[src/rtl/dpram_arb_pkg.sv]
// Shared constants and types for the two-requester RAM arbiter.
// Includes the op encoding and the requester-id helper used by the round-robin pointers.
package dpram_arb_pkg;

    localparam int DEF_ADDR_W = 10;
    localparam int DEF_DATA_W = 32;

    typedef logic req_id_t;

    localparam logic OP_RD = 1'b0;
    localparam logic OP_WR = 1'b1;

    // With two requesters the pointer always moves to whoever did not just win.
    function automatic req_id_t other_req(input req_id_t id);
        return ~id;
    endfunction

endpackage

[src/rtl/dpram_arbiter_2x_if.sv]
// Requester-side bundle of dpram_arbiter_2x: per-requester request/grant plus read responses.
// Bit or element i of every vector belongs to requester i.
interface dpram_arbiter_2x_if
    import dpram_arb_pkg::*;
#(
    parameter int ADDR_W = DEF_ADDR_W,
    parameter int DATA_W = DEF_DATA_W
);
    logic [1:0]             req_valid;
    logic [1:0]             req_we;
    logic [1:0][ADDR_W-1:0] req_addr;
    logic [1:0][DATA_W-1:0] req_wdata;
    logic [1:0]             req_ready;
    logic [1:0]             rsp_valid;
    logic [DATA_W-1:0]      rsp_rdata;

    modport master (
        output req_valid, req_we, req_addr, req_wdata,
        input  req_ready, rsp_valid, rsp_rdata
    );

    modport slave (
        input  req_valid, req_we, req_addr, req_wdata,
        output req_ready, rsp_valid, rsp_rdata
    );

endinterface

[src/rtl/rr_arb2.sv]
// Two-way round-robin arbiter: a lone requester wins, a tie goes to the pointer,
// and the pointer moves to the loser after every grant.
module rr_arb2
    import dpram_arb_pkg::*;
(
    input  logic       clk,
    input  logic       rst_n,
    input  logic [1:0] req,
    output logic [1:0] gnt,
    output req_id_t    winner
);

    req_id_t ptr;

    always_comb begin
        // NOTE: every output gets a default first so no path leaves it unassigned (no latch).
        winner = ptr;
        gnt    = '0;
        if (req == 2'b01) begin
            winner = 1'b0;
        end else if (req == 2'b10) begin
            winner = 1'b1;
        end
        if (|req) begin
            gnt[winner] = 1'b1;
        end
    end

    // NOTE: state is updated with non-blocking assignments; reset is sampled on the clock edge.
    always_ff @(posedge clk) begin
        if (!rst_n) begin
            ptr <= 1'b0;
        end else if (|req) begin
            ptr <= other_req(winner);
        end
    end

endmodule

[src/rtl/dpram_arbiter_2x.sv]
// Shares one dpram_1024x32 between two requesters, arbitrating write and read ports independently.
// Optional DPRAM_ARB_WR_BYPASS_EN forwards same-cycle write data to a colliding read.
module dpram_arbiter_2x
    import dpram_arb_pkg::*;
#(
    parameter int ADDR_W = DEF_ADDR_W,
    parameter int DATA_W = DEF_DATA_W
)(
    input  logic              clk,
    input  logic              rst_n,
    dpram_arbiter_2x_if.slave bus,
    output logic              ram_wen,
    output logic [ADDR_W-1:0] ram_waddr,
    output logic [DATA_W-1:0] ram_wdata,
    output logic              ram_ren,
    output logic [ADDR_W-1:0] ram_raddr,
    input  logic [DATA_W-1:0] ram_rdata
);

    logic [1:0]        wreq;
    logic [1:0]        rreq;
    logic [1:0]        wgnt;
    logic [1:0]        rgnt;
    req_id_t           wwin;
    req_id_t           rwin;
    req_id_t           rid;
    logic              rvld;
    logic [DATA_W-1:0] rsp_sel;

    // Requests are masked during reset so neither pointer moves and nothing is granted.
    always_comb begin
        wreq = '0;
        rreq = '0;
        for (int i = 0; i < 2; i++) begin
            wreq[i] = rst_n && bus.req_valid[i] && (bus.req_we[i] == OP_WR);
            rreq[i] = rst_n && bus.req_valid[i] && (bus.req_we[i] == OP_RD);
        end
    end

    rr_arb2 u_warb (
        .clk    (clk),
        .rst_n  (rst_n),
        .req    (wreq),
        .gnt    (wgnt),
        .winner (wwin)
    );

    rr_arb2 u_rarb (
        .clk    (clk),
        .rst_n  (rst_n),
        .req    (rreq),
        .gnt    (rgnt),
        .winner (rwin)
    );

    assign bus.req_ready = wgnt | rgnt;

    assign ram_wen   = |wgnt;
    assign ram_waddr = bus.req_addr[wwin];
    assign ram_wdata = bus.req_wdata[wwin];
    assign ram_ren   = |rgnt;
    assign ram_raddr = bus.req_addr[rwin];

    always_ff @(posedge clk) begin
        if (!rst_n) begin
            rvld <= 1'b0;
            rid  <= 1'b0;
        end else begin
            rvld <= ram_ren;
            rid  <= rwin;
        end
    end

`ifdef DPRAM_ARB_WR_BYPASS_EN
    logic              byp_flag;
    logic [DATA_W-1:0] byp_data;

    always_ff @(posedge clk) begin
        if (!rst_n) begin
            byp_flag <= 1'b0;
            byp_data <= '0;
        end else begin
            byp_flag <= ram_wen && ram_ren && (ram_waddr == ram_raddr);
            byp_data <= ram_wdata;
        end
    end

    assign rsp_sel = byp_flag ? byp_data : ram_rdata;
`else
    assign rsp_sel = ram_rdata;
`endif

    // Responses are forced quiet while reset is held, which also drops a read granted just before it.
    always_comb begin
        bus.rsp_valid = '0;
        bus.rsp_rdata = '0;
        if (rst_n) begin
            bus.rsp_rdata = rsp_sel;
            if (rvld) begin
                bus.rsp_valid[rid] = 1'b1;
            end
        end
    end

endmodule

[src/flat_wrapper.sv]
// flat-port wrapper written by rule: the top's interface ports become plain ports
module dpram_arbiter_2x_flat import dpram_arb_pkg::*;
#(
    parameter int ADDR_W = DEF_ADDR_W,
    parameter int DATA_W = DEF_DATA_W
)
  (clk, rst_n, ram_wen, ram_waddr, ram_wdata, ram_ren, ram_raddr, ram_rdata, bus_req_valid, bus_req_we, bus_req_addr, bus_req_wdata, bus_req_ready, bus_rsp_valid, bus_rsp_rdata);
  dpram_arbiter_2x_if #(.ADDR_W(ADDR_W), .DATA_W(DATA_W)) bus_i ();
  input  logic clk;
  input  logic rst_n;
  output logic ram_wen;
  output logic [ADDR_W-1:0] ram_waddr;
  output logic [DATA_W-1:0] ram_wdata;
  output logic ram_ren;
  output logic [ADDR_W-1:0] ram_raddr;
  input  logic [DATA_W-1:0] ram_rdata;
  input wire logic [$bits(bus_i.req_valid)-1:0] bus_req_valid;
  input wire logic [$bits(bus_i.req_we)-1:0] bus_req_we;
  input wire logic [$bits(bus_i.req_addr)-1:0] bus_req_addr;
  input wire logic [$bits(bus_i.req_wdata)-1:0] bus_req_wdata;
  output wire logic [$bits(bus_i.req_ready)-1:0] bus_req_ready;
  output wire logic [$bits(bus_i.rsp_valid)-1:0] bus_rsp_valid;
  output wire logic [$bits(bus_i.rsp_rdata)-1:0] bus_rsp_rdata;
  assign bus_i.req_valid = bus_req_valid;
  assign bus_i.req_we = bus_req_we;
  assign bus_i.req_addr = bus_req_addr;
  assign bus_i.req_wdata = bus_req_wdata;
  assign bus_req_ready = bus_i.req_ready;
  assign bus_rsp_valid = bus_i.rsp_valid;
  assign bus_rsp_rdata = bus_i.rsp_rdata;
  dpram_arbiter_2x #(.ADDR_W(ADDR_W), .DATA_W(DATA_W)) u_core (.clk(clk), .rst_n(rst_n), .bus(bus_i), .ram_wen(ram_wen), .ram_waddr(ram_waddr), .ram_wdata(ram_wdata), .ram_ren(ram_ren), .ram_raddr(ram_raddr), .ram_rdata(ram_rdata));
endmodule
[config.mk]
export PLATFORM = sky130hd
export DESIGN_NAME = dpram_arbiter_2x_flat
export DESIGN_NICKNAME = d
export VERILOG_FILES = /design/src/rtl/dpram_arb_pkg.sv /design/src/rtl/dpram_arbiter_2x_if.sv /design/src/rtl/rr_arb2.sv /design/src/rtl/dpram_arbiter_2x.sv /design/src/flat_wrapper.sv
export SDC_FILE = /design/constraint.sdc
export NUM_CORES = 1
export LEC_CHECK = 0
export BUFFER_PORTS_ARGS = -buffer_cell sky130_fd_sc_hd__buf_2
export CAP_MARGIN = 10
export CORE_AREA = 5 5 79 81
export DETAILED_ROUTE_END_ITERATION = 8
export DIE_AREA = 0 0 84 86
export PLACE_DENSITY = 0.82
export SETUP_SLACK_MARGIN = 0.2
export SYNTH_ARGS = -nofsm -noshare
export SYNTH_HDL_FRONTEND = slang
export SYNTH_SLANG_ARGS = --single-unit
[constraint.sdc]
create_clock -name clk -period 1.6 [get_ports clk]
set_clock_uncertainty 0.1 [all_clocks]
set_input_delay 0.16 -clock clk [delete_from_list [all_inputs] [get_ports clk]]
set_output_delay 0.16 -clock clk [all_outputs]
set_load 0.02 [all_outputs]
Word level (Yosys, flattened, before mapping). Cells that the tools add are included.

Flip-flop bits (word level): 4. Latch bits: 0. Memory bits (writable): 0. ROM bits: 0. Word-level logic and storage cells: 53. Memories: 0.

Add/subtract/negate cells: 0. Multipliers: 0. Div/mod/pow operators: 0. $lt $le $gt $ge: 6. Eq/ne operators: 4. Shift operators: 0. Mux-type cells: 21. Bitwise logic cells: 5. Reduce and logical (&&, ||, !) cells: 13.

Operators with widths (number): 32-bit 2-to-1 mux (3); 10-bit 2-to-1 mux (4); 1-bit logical AND (9); 2-bit 2-to-1 mux (4); 2-bit OR reduction (4); 1-bit 2-to-1 mux (7); 1-bit by 2-bit less-than comparator with 1-bit output (second input constant) (3); 2-bit by 1-bit equality test with 1-bit output (second input constant) (2); 2-bit equality test (second input constant) (2); 1-bit inverter (4); 1-bit demux with 1-bit select (3); 1-bit >= comparator (second input constant) (3); 2-bit OR (1).

Logic depth before layout (Yosys ltp).
Depth after elaboration: 11. Gate-level depth with buffers: 5.

Cells and area by module. A second synthesis with hierarchy kept.

Cells, all modules: 122. Area total of the unflattened synthesis: 1286.2 um^2.

Modules (own cells, without submodules): dpram_arbiter_2x (times used 1, cells an instance 108, area an instance 1171.1 um^2); rr_arb2 (times used 2, cells an instance 7, area an instance 57.6 um^2).

Least setup slack after synthesis. No wires, ideal clock.

Path type: register -> output. From: register u_core.u_warb.ptr. To: output port ram_wdata[10]. Data arrival time: 1362 ps. Data required time: 1340 ps. Slack: -22 ps. Cell stages (with the launch flop): 5. Path buffers: 1. Cells stage by stage: dfxtp_1 -> o21ai_1 -> o2bb2ai_4 -> buf_6 -> mux2_1.

Word-level cells in the longest chain between the ends: 4.

RTL lines: start: declaration (line rr_arb2.sv:13) `req_id_t ptr;`; start signal: assignment (line rr_arb2.sv:34) `ptr <= other_req(winner);`; 1-bit 2-to-1 mux (line rr_arb2.sv:21) `end else if (req == 2'b10) begin`; 1-bit 2-to-1 mux (line rr_arb2.sv:19) `if (req == 2'b01) begin`; 32-bit 2-to-1 mux (implied by the code) (2 in series) (line dpram_arbiter_2x.sv:60) `assign ram_wdata = bus.req_wdata[wwin];`; end: declaration (line flat_wrapper.sv:13) `output logic [DATA_W-1:0] ram_wdata;`.

No other way between the ends. The select of a mux whose other input is x is not followed.

Worst setup path in the final report.
From: register u_core.u_warb.ptr. To: output port ram_waddr[1].

Word-level cells in the longest chain between the ends: 4.

RTL lines: 1-bit 2-to-1 mux (line rr_arb2.sv:21); 1-bit 2-to-1 mux (line rr_arb2.sv:19); 10-bit 2-to-1 mux (implied by the code) (2 in series) (line dpram_arbiter_2x.sv:59) `assign ram_waddr = bus.req_addr[wwin];`; end: declaration (line flat_wrapper.sv:12) `output logic [ADDR_W-1:0] ram_waddr;`.

No other way between the ends. The select of a mux whose other input is x is not followed.

==> results.cfg <==
[outcome]
status = finished with violations
violations = negative setup slack

[synth]
synth_top_area_share_pct = 39.1
syn_area_per_cell_um2 = 8.63
synth_fp_nets = 252
synth_cell_types = 20
netlist_instances = 130
ys_top_cells_by_area = mux2_1 (39%), and2_1 (18%), mux2_2 (13%), dfxtp_1 (7.1%), buf_6 (4.0%)
ys_seq_area_share_pct = 7.13
yosysWarningCount = 0
synth_top_cell_by_area = mux2_1
synth_seq_cells = 4
syn_area_mm2 = 0.00112

[placement]
io_buffers = 211
dpl.cell_count = 418
place.gp.congestion = 0.806
hpwl_um = 5140
dp_slack_ns = -0.0824

[clock_tree]
clk_pin_slew_ns = 0.04
holdBufCountCts = 0
cts_max_level = 1
numCtsBuffers = 3
max-clock-path-buffers = 2
cts_root_buf = clkbuf_8
clock_sinks = 4
clk_latency_ns = 0.22
cts_tree = done

[timing]
rsz0062_at_grt = yes
setup_viol = 53
post-route-min-period_ns = 1.85
fin_ws_ns = -0.255
tns_ns = -10.88
hold_viol = 0
clock.fmax_mhz = 539
min_period_over_period_pct = 116
slew_headroom_pct = 83.3
finalMaxSlewViolations = 0
worstMarginPinSlew_ns = 0.251

[global_routing]
grt_pass1_vias = 1764
grt_usage_pct = 14.3
grt_util_met2_pct = 27.7
grt_overflow = 0
use_met3_pct = 6.15
grt_start_max_net_pins = 37
grt_pass1_wl_um = 8540
top_usage_layer = met2
antenna_found_initial = 0
use_met1_pct = 14.9

[finish]
seqCellArea_um2 = 87.6
layout-drive-gt1-share_pct = 83.1
utilization_pct = 55.5
syn2layout_area_growth_pct = 167
multi_input_area_mm2 = 0.00121
fillers = 481
n_antenna_cell = 0
layoutNonFillerInstCount = 428
final_nets = 479

[run]
maxCapViolCount = 0

[route]
dr_total_vias = 1847
ant_nets = 0
drt-vias-per-instance = 4.32
wl_um = 6670
drcViolationCount = 0
wire_per_inst_um = 15.6
drt_iter0_drc = 26
first_pass_iters = 2

[worst_setup_path]
worstRegToRegCells = 5
r2r_start = u_core.u_rarb.ptr
startpoint = u_core.u_warb.ptr
reg2reg_to = u_core.rid
rrSetupSlack_ns = 0.37
end_kind = primary output
cp_max_fo = 7
start_kind = flip-flop
crit_required_ns = 1.34
cp.arrival_ns = 1.59
criticalPathCategory = reg2out

[floorplanning]
core_area_mm2 = 0.00541
num_rows = 27
io_pins = 212
fp.dieArea_mm2 = 0.00722
dieWidth_um = 84
die_h_um = 86
start_util_pct = 20.8

[pwr]
vdd_drop_max_uv = 299
pwr_density_cell_mw_per_mm2 = 542
power.leakage_nw = 1.70

[min_path]
hp-class = in2reg
whs_path_depth = 4
hp-start = rst_n
whs_endpoint = u_core.u_warb.ptr
## metal layers
metal	vias up	share of wire (%)
met5	-	0
met4	0	0.52
met3	4	9.9
met2	113	55
met1	825	35
li1	905	-
## metrics by stage
stage / hold WS (ns) / cell area, um2 / power (mW)
global route: 0.331 / 3000 / 1.71
floorplan: 0.243 / 1330 / 0.776
global placement: 0.486 / 2520 / 1.13
finish: 0.300 / 3000 / 1.63
detailed placement: 0.509 / 2520 / 1.15
CTS: 0.295 / 2640 / 1.43
## cell families after synthesis
kind of cell	Yosys count	share of synthesized area, %
AOI/OAI and AO/OA	11	7.25
buffers and inverters	10	6.47
DFF	4	7.14
muxes	52	52.2
and+or+nand+nor	53	27.0
## Yosys cell counts
| master | number |
|---|---|
| a21oi_1 | 7 |
| a22o_1 | 1 |
| and2_1 | 33 |
| and3_1 | 1 |
| buf_4 | 1 |
| buf_6 | 4 |
| clkbuf_1 | 3 |
| clkbuf_2 | 1 |
| dfxtp_1 | 4 |
| inv_1 | 1 |
| mux2_1 | 39 |
| mux2_2 | 13 |
| nand2_1 | 7 |
| nand2b_1 | 2 |
| nand3_1 | 1 |
| nor2_1 | 7 |
| nor2b_1 | 1 |
| nor2b_4 | 1 |
| o21ai_1 | 2 |
| o2bb2ai_4 | 1 |
## flip-flops by register name, indices dropped and copies added (netlist names)
name	flops
u_core.rid	1
u_core.u_warb.ptr	1
u_core.rvld	1
u_core.u_rarb.ptr	1
## layout make-up
cell class	count	share of cell area, %
Timing Repair Buffer	231	52.2
Tap cell	72	3.00
Clock buffer	4	1.50
Multi-Input combinational cell	116	40.3
Sequential cell	4	2.92
Inverter	1	0.125
## power by group
part | internal [mW] | switching (mW) | total, mW
Combinational | 0.703 | 0.570 | 1.27
Clock | 0.172 | 0.0681 | 0.240
Sequential | 0.106 | 0.00805 | 0.114
## worst max path at each step
stage	slack [ns]	cells past startpoint	end
finish	-0.25	6	ram_waddr[1]
global route	-0.30	6	ram_waddr[0]
CTS	-0.28	5	ram_wdata[0]
detailed placement	-0.08	7	ram_wdata[0]
global placement	-0.06	7	ram_waddr[9]
floorplan	0.09	4	ram_waddr[0]
## timing repair
| action | in CTS | in global routing |
|---|---|---|
| pin swaps | 0 | 2 |
| setup buffers | 1 | 1 |
| gates cloned | 0 | 4 |
| endpoints found under the hold margin | 0 | 0 |
| gates resized for setup | 23 | 74 |
| endpoints found under the setup margin | 53 | 53 |
## placed cells by master, fill, tap and decap left out, drive strengths merged
cell type / netlist / layout
inv: 1 / 1
dfxtp: 4 / 4
o2bb2ai: 1 / 1
nand2: 7 / 7
nand2b: 2 / 2
and3: 1 / 1
a21oi: 7 / 7
buf: 5 / 228
o21ai: 2 / 2
mux2: 52 / 52
and2: 33 / 33
nor2b: 2 / 2
nand3: 1 / 1
clkbuf: 4 / 7
a22o: 1 / 1
nor2: 7 / 7
## worst max-delay path, cell delays in order, from the launching register on
cell	delay, ns
dfxtp_4	0.40
a21oi_4	0.05
o2bb2ai_4	0.17
buf_12	0.15
clkbuf_16	0.16
mux2_4	0.30
buf_6	0.13
Power figures use the tool's default switching activity.
